**src/rtl/nasti_init_master.sv**
```systemverilog
// rtl/nasti_init_master.sv - single-outstanding AXI burst master bridging a command port to AW/W/B/AR/R
// Write data and read data pass straight through combinationally; only addr/len/beat/resp are stored.
module nasti_init_master #(
    parameter int C_NASTI_ID_WIDTH   = 9,
    parameter int C_NASTI_ADDR_WIDTH = 32,
    parameter int C_NASTI_DATA_WIDTH = 64,
    parameter int C_TXN_ID           = 0
) (
    input  logic                            core_clk_i,
    input  logic                            core_rst_i,

    input  logic                            cmd_valid_i,
    output logic                            cmd_ready_o,
    input  logic                            cmd_write_i,
    input  logic [C_NASTI_ADDR_WIDTH-1:0]   cmd_addr_i,
    input  logic [7:0]                      cmd_len_i,

    input  logic                            wd_valid_i,
    output logic                            wd_ready_o,
    input  logic [C_NASTI_DATA_WIDTH-1:0]   wd_data_i,
    input  logic [C_NASTI_DATA_WIDTH/8-1:0] wd_strb_i,

    output logic                            rd_valid_o,
    input  logic                            rd_ready_i,
    output logic [C_NASTI_DATA_WIDTH-1:0]   rd_data_o,
    output logic                            rd_last_o,

    output logic                            rsp_valid_o,
    output logic [1:0]                      rsp_resp_o,
    output logic                            proto_err_o,

    output logic                            m_awvalid_o,
    input  logic                            m_awready_i,
    output logic [C_NASTI_ID_WIDTH-1:0]     m_awid_o,
    output logic [C_NASTI_ADDR_WIDTH-1:0]   m_awaddr_o,
    output logic [7:0]                      m_awlen_o,
    output logic [2:0]                      m_awsize_o,
    output logic [1:0]                      m_awburst_o,

    output logic                            m_wvalid_o,
    input  logic                            m_wready_i,
    output logic [C_NASTI_DATA_WIDTH-1:0]   m_wdata_o,
    output logic [C_NASTI_DATA_WIDTH/8-1:0] m_wstrb_o,
    output logic                            m_wlast_o,

    input  logic                            m_bvalid_i,
    output logic                            m_bready_o,
    input  logic [1:0]                      m_bresp_i,

    output logic                            m_arvalid_o,
    input  logic                            m_arready_i,
    output logic [C_NASTI_ID_WIDTH-1:0]     m_arid_o,
    output logic [C_NASTI_ADDR_WIDTH-1:0]   m_araddr_o,
    output logic [7:0]                      m_arlen_o,
    output logic [2:0]                      m_arsize_o,
    output logic [1:0]                      m_arburst_o,

    input  logic                            m_rvalid_i,
    output logic                            m_rready_o,
    input  logic [C_NASTI_DATA_WIDTH-1:0]   m_rdata_i,
    input  logic [1:0]                      m_rresp_i,
    input  logic                            m_rlast_i
);

    localparam logic [C_NASTI_ID_WIDTH-1:0] TXN_ID = C_NASTI_ID_WIDTH'(C_TXN_ID);
    localparam logic [2:0] AXI_SIZE   = 3'($clog2(C_NASTI_DATA_WIDTH / 8));
    localparam logic [1:0] BURST_INCR = 2'b01;
    localparam logic [1:0] RESP_OKAY  = 2'b00;
    localparam logic [1:0] RESP_SLV   = 2'b10;

    typedef enum logic [2:0] {
        S_IDLE,
        S_AR,
        S_R,
        S_AW,
        S_W,
        S_B
    } state_t;

    state_t                          state_q, state_d;
    logic [C_NASTI_ADDR_WIDTH-1:0]   addr_q, addr_d;
    logic [7:0]                      len_q, len_d;
    logic [7:0]                      beat_q, beat_d;
    logic [1:0]                      resp_q, resp_d;
    logic                            perr_q, perr_d;

    logic                            beat_last;
    logic [1:0]                      resp_acc;

    assign beat_last = (beat_q == len_q);
    // First non-OKAY response wins; later beats cannot overwrite it.
    assign resp_acc  = (resp_q == RESP_OKAY) ? m_rresp_i : resp_q;

    assign m_awid_o    = TXN_ID;
    assign m_awaddr_o  = addr_q;
    assign m_awlen_o   = len_q;
    assign m_awsize_o  = AXI_SIZE;
    assign m_awburst_o = BURST_INCR;
    assign m_arid_o    = TXN_ID;
    assign m_araddr_o  = addr_q;
    assign m_arlen_o   = len_q;
    assign m_arsize_o  = AXI_SIZE;
    assign m_arburst_o = BURST_INCR;
    assign m_wdata_o   = wd_data_i;
    assign m_wstrb_o   = wd_strb_i;
    assign rd_data_o   = m_rdata_i;
    assign proto_err_o = perr_q;

    always_comb begin
        state_d     = state_q;
        addr_d      = addr_q;
        len_d       = len_q;
        beat_d      = beat_q;
        resp_d      = resp_q;
        perr_d      = perr_q;
        cmd_ready_o = 1'b0;
        m_awvalid_o = 1'b0;
        m_wvalid_o  = 1'b0;
        m_wlast_o   = 1'b0;
        wd_ready_o  = 1'b0;
        m_bready_o  = 1'b0;
        m_arvalid_o = 1'b0;
        m_rready_o  = 1'b0;
        rd_valid_o  = 1'b0;
        rd_last_o   = 1'b0;
        rsp_valid_o = 1'b0;
        rsp_resp_o  = RESP_OKAY;

        case (state_q)
            S_IDLE: begin
                cmd_ready_o = 1'b1;
                if (cmd_valid_i) begin
                    addr_d  = cmd_addr_i;
                    len_d   = cmd_len_i;
                    beat_d  = 8'd0;
                    resp_d  = RESP_OKAY;
                    state_d = cmd_write_i ? S_AW : S_AR;
                end
            end
            S_AW: begin
                m_awvalid_o = 1'b1;
                if (m_awready_i) begin
                    state_d = S_W;
                end
            end
            S_W: begin
                m_wvalid_o = wd_valid_i;
                wd_ready_o = m_wready_i;
                m_wlast_o  = beat_last;
                if (wd_valid_i && m_wready_i) begin
                    if (beat_last) begin
                        beat_d  = 8'd0;
                        state_d = S_B;
                    end else begin
                        beat_d  = beat_q + 8'd1;
                    end
                end
            end
            S_B: begin
                m_bready_o = 1'b1;
                if (m_bvalid_i) begin
                    rsp_valid_o = 1'b1;
                    rsp_resp_o  = m_bresp_i;
                    state_d     = S_IDLE;
                end
            end
            S_AR: begin
                m_arvalid_o = 1'b1;
                if (m_arready_i) begin
                    state_d = S_R;
                end
            end
            S_R: begin
                m_rready_o = rd_ready_i;
                rd_valid_o = m_rvalid_i;
                rd_last_o  = m_rlast_i;
                if (m_rvalid_i && rd_ready_i) begin
                    // A slave whose RLAST disagrees with our beat count ends the burst early.
                    if (m_rlast_i != beat_last) begin
                        perr_d      = 1'b1;
                        rsp_valid_o = 1'b1;
                        rsp_resp_o  = RESP_SLV;
                        beat_d      = 8'd0;
                        state_d     = S_IDLE;
                    end else if (beat_last) begin
                        rsp_valid_o = 1'b1;
                        rsp_resp_o  = resp_acc;
                        beat_d      = 8'd0;
                        state_d     = S_IDLE;
                    end else begin
                        beat_d      = beat_q + 8'd1;
                        resp_d      = resp_acc;
                    end
                end
            end
            default: begin
                state_d = S_IDLE;
            end
        endcase
    end

    always_ff @(posedge core_clk_i) begin
        if (core_rst_i) begin
            state_q <= S_IDLE;
            addr_q  <= '0;
            len_q   <= 8'd0;
            beat_q  <= 8'd0;
            resp_q  <= RESP_OKAY;
            perr_q  <= 1'b0;
        end else begin
            state_q <= state_d;
            addr_q  <= addr_d;
            len_q   <= len_d;
            beat_q  <= beat_d;
            resp_q  <= resp_d;
            perr_q  <= perr_d;
        end
    end

endmodule

```
**config.mk**
```make
export PLATFORM = sky130hd
export DESIGN_NAME = nasti_init_master
export DESIGN_NICKNAME = d
export VERILOG_FILES = /design/src/rtl/nasti_init_master.sv
export SDC_FILE = /design/constraint.sdc
export NUM_CORES = 1
export LEC_CHECK = 0
export BUFFER_PORTS_ARGS = -buffer_cell sky130_fd_sc_hd__buf_2
export CAP_MARGIN = 20
export CORE_AREA = 2 2 175 177
export CTS_BUF_LIST = sky130_fd_sc_hd__clkbuf_8 sky130_fd_sc_hd__clkbuf_16
export DETAILED_ROUTE_END_ITERATION = 10
export DIE_AREA = 0 0 177 179
export GPL_ROUTABILITY_DRIVEN = 0
export GPL_TIMING_DRIVEN = 0
export PLACE_DENSITY = 0.48
export SKIP_LAST_GASP = 1
export SLEW_MARGIN = 10
export SYNTH_ARGS = -nofsm -noshare
export SYNTH_HDL_FRONTEND = slang
export SYNTH_SLANG_ARGS = --single-unit
export TNS_END_PERCENT = 30
```
**constraint.sdc**
```tcl
create_clock -name core_clk_i -period 2.9 [get_ports core_clk_i]
set_clock_uncertainty 0.1 [all_clocks]
set_input_delay 0.58 -clock core_clk_i [delete_from_list [all_inputs] [get_ports core_clk_i]]
set_output_delay 0.58 -clock core_clk_i [all_outputs]
set_load 0.02 [all_outputs]
```
==> results_dict.tcl <==
set metrics [dict create \
    status "finished clean" \
    antenna_left 0 \
    cts_buffer_depth 2 \
    final_area_um2 6330 \
    synthArstFlopShare 0 \
    postPlaceCellArea_um2 6000 \
    netlist_area_um2 3980 \
    clock_latency_ps 300 \
    final_hold_viol_count 0 \
    core-area_um2 30000 \
    ys_ff_latch 54 \
    cts-root-buf "clkbuf_16" \
    rsz0062_at_grt "no" \
    dieArea_um2 31700 \
    syn_inst 520 \
    grt_overflow 0 \
    first_pass_iters 4 \
    endpoint_kind "output pin" \
    start_kind "flop" \
    fin_nets 1041 \
    crit_chain "xor2_1, nor4_4, buf_4, nand2_8, ha_4, o21bai_1, a22o_1, buf_4" \
    num_io_pins 450 \
    dp.cells 1226 \
    num_vias 4240 \
    critical_path.top_delay_family "flip-flops" \
    rows 64 \
    crit_required_ps 2220 \
    crit_path_frequent_cell "buf_4" \
    maxCapViolCount 0 \
    htreeDepth 2 \
    areaGrowthSynthToFinish_pct 59.1 \
    drv_slew 0 \
    final_cell_mix "buf_2, buf_4, nand2_1, a21oi_1, dfxtp_1" \
    yosys_warnings 0 \
    stdcell_count 1244 \
    critPathBufInv 2 \
    antenna_cells 0 \
    grt_pass1_vias 3670 \
    syn_area_per_cell_um2 7.66 \
    fill_cells 3387 \
    dp_hpwl_um 13300 \
    grt_start_max_net_pins 18 \
    drt_iter0_drc 91 \
    peakVddDrop_uv 206 \
    seqCellArea_um2 1100 \
    antenna_found_initial 1 \
    crit_fanout 5 \
    grt_pass1_wl_um 21300 \
    max_slew_margin 0.545 \
    ys_seq_area_frac 0.271 \
    cellLeakagePower_nw 3.44 \
    path_clk_slew_ps 80 \
    tritoncts.num_buffers 5 \
    powerDensity_nw_per_um2 619 \
    cp_slowest_cell "dfxtp_4" \
    wl_per_cell_um 12.7 \
    via_per_inst 3.41 \
    critPathArrivalTime_ps 2130 \
    drive_above_1_share 0.638 \
    synth_ff_type "dfxtp_1" \
    fmaxAchievable_mhz 356 \
    die_x_um 177 \
    max_slew.worst_pin.slew_ps 682 \
    route.detailed.drc 0 \
    min_path_type "reg -> reg" \
    layout_min_cycle_time_ps 2810 \
    min_period_over_period 0.967 \
    worstSetupPathType "reg -> out" \
    start_util 0.133 \
    multi_input_area_um2 1430 \
    setup_viol 0 \
    layout_commonest_cell "buf_2" \
    cts_sinks 54 \
    synth_cell_types 45 \
    tritoncts "built" \
    track_usage 0.0902 \
    slowest_delay_ps 350 \
    portBuffers 284 \
    synth-edff-count 0 \
    die_height_um 179 \
    wirelength_um 15800 \
]
## path summary, 6_finish.rpt
kind | from | endpoint | slack [ps] | cells past startpoint
setup / recovery | beat_q[6] | rsp_resp_o[1] | 90 | 8
hold / removal | m_araddr_o[3] | m_araddr_o[3] | 370 | 2
setup reg to reg | beat_q[6] | beat_q[3] | 260 | 11
hold reg to reg | m_araddr_o[3] | m_araddr_o[3] | 370 | 2
## sequential cells by signal, indices dropped and copies added (netlist names)
register	count
m_arlen_o	8
beat_q	8
state_q	3
proto_err_o	1
resp_q	2
m_araddr_o	32
## Yosys cell counts (all sizes together) (3+ instances only)
cell | instances | area, um2
clkbuf | 12 | 45.0
and2 | 4 | 25.0
nand2 | 98 | 368
buf | 211 | 1580
or3b | 3 | 26.3
nor3 | 5 | 25.0
a31oi | 7 | 50.1
nor2 | 15 | 56.3
and3 | 4 | 25.0
nand3 | 13 | 65.1
nor4 | 3 | 31.3
nand4 | 3 | 18.8
a21oi | 46 | 230
dfxtp | 54 | 1080
nor2b | 3 | 18.8
xor2 | 8 | 70.1
## cells by family (layout without fill, tap and decap cells)
kind of cell,Yosys count,count (layout),share of synthesized area
compound gates,67,67,0.105
xor+xnor,8,8,0.0176
fa+ha+maj,2,2,0.00628
buf+inv,225,527,0.409
flops,54,54,0.271
mux,2,2,0.00534
other cells,2,28,0.00189
simple gates,160,160,0.183
## cell type report
cell class / instances / share of cell area
Clock buffer: 6 / 0.0219
Tap cell: 396 / 0.0782
Multi-Input combinational cell: 267 / 0.226
Buffer: 223 / 0.256
Inverter: 2 / 0.00119
Clock inverter: 2 / 0.00612
Timing Repair Buffer: 294 / 0.237
Sequential cell: 54 / 0.174
## timing repair
item / CTS / global route
resized for setup: 15 / 10
buffers inserted: 4 / 6
pin swaps: 3 / 3
setup endpoints to repair: 15 / 2
gates cloned: 0 / 0
hold buffers: 0 / 0
## per-stage QoR
step	setup TNS [ps]	setup slack, ps	hold slack, ps	power (mW)	util
6_report	0	94.7	372	3.92	0.211
5_1_grt	0	17.2	390	4.22	0.211
4_1_cts	0	3.03	376	3.96	0.209
3_5_place_dp	-4260	-494	355	3.05	0.200
3_3_place_gp	-4060	-468	359	3.05	0.200
2_1_floorplan	0	43.3	381	2.37	-
## layer usage
metal  vias to the layer above  wire [um]  part of all wire  global-route usage
li1                       2105          -                 -                   -
met1                      1861       6020              0.38               0.105
met2                       263       8060              0.51               0.165
met3                         9       1550             0.099              0.0252
met4                         2        108            0.0069              0.0165
met5                         -         11           0.00070                   0
## worst min-delay path, cell delays in order (launching register included)
cell,delay [ps]
dfxtp_1,320
nand2_1,50
a21oi_1,50
## where the power goes
group	switching, mW	leakage (nW)	internal, mW
clock network	0.309	0.0875	0.436
logic	1.28	2.91	0.892
registers	0.126	0.448	0.874
total	1.72	3.44	2.20
Note: power is estimated with default switching activity, not from simulation.
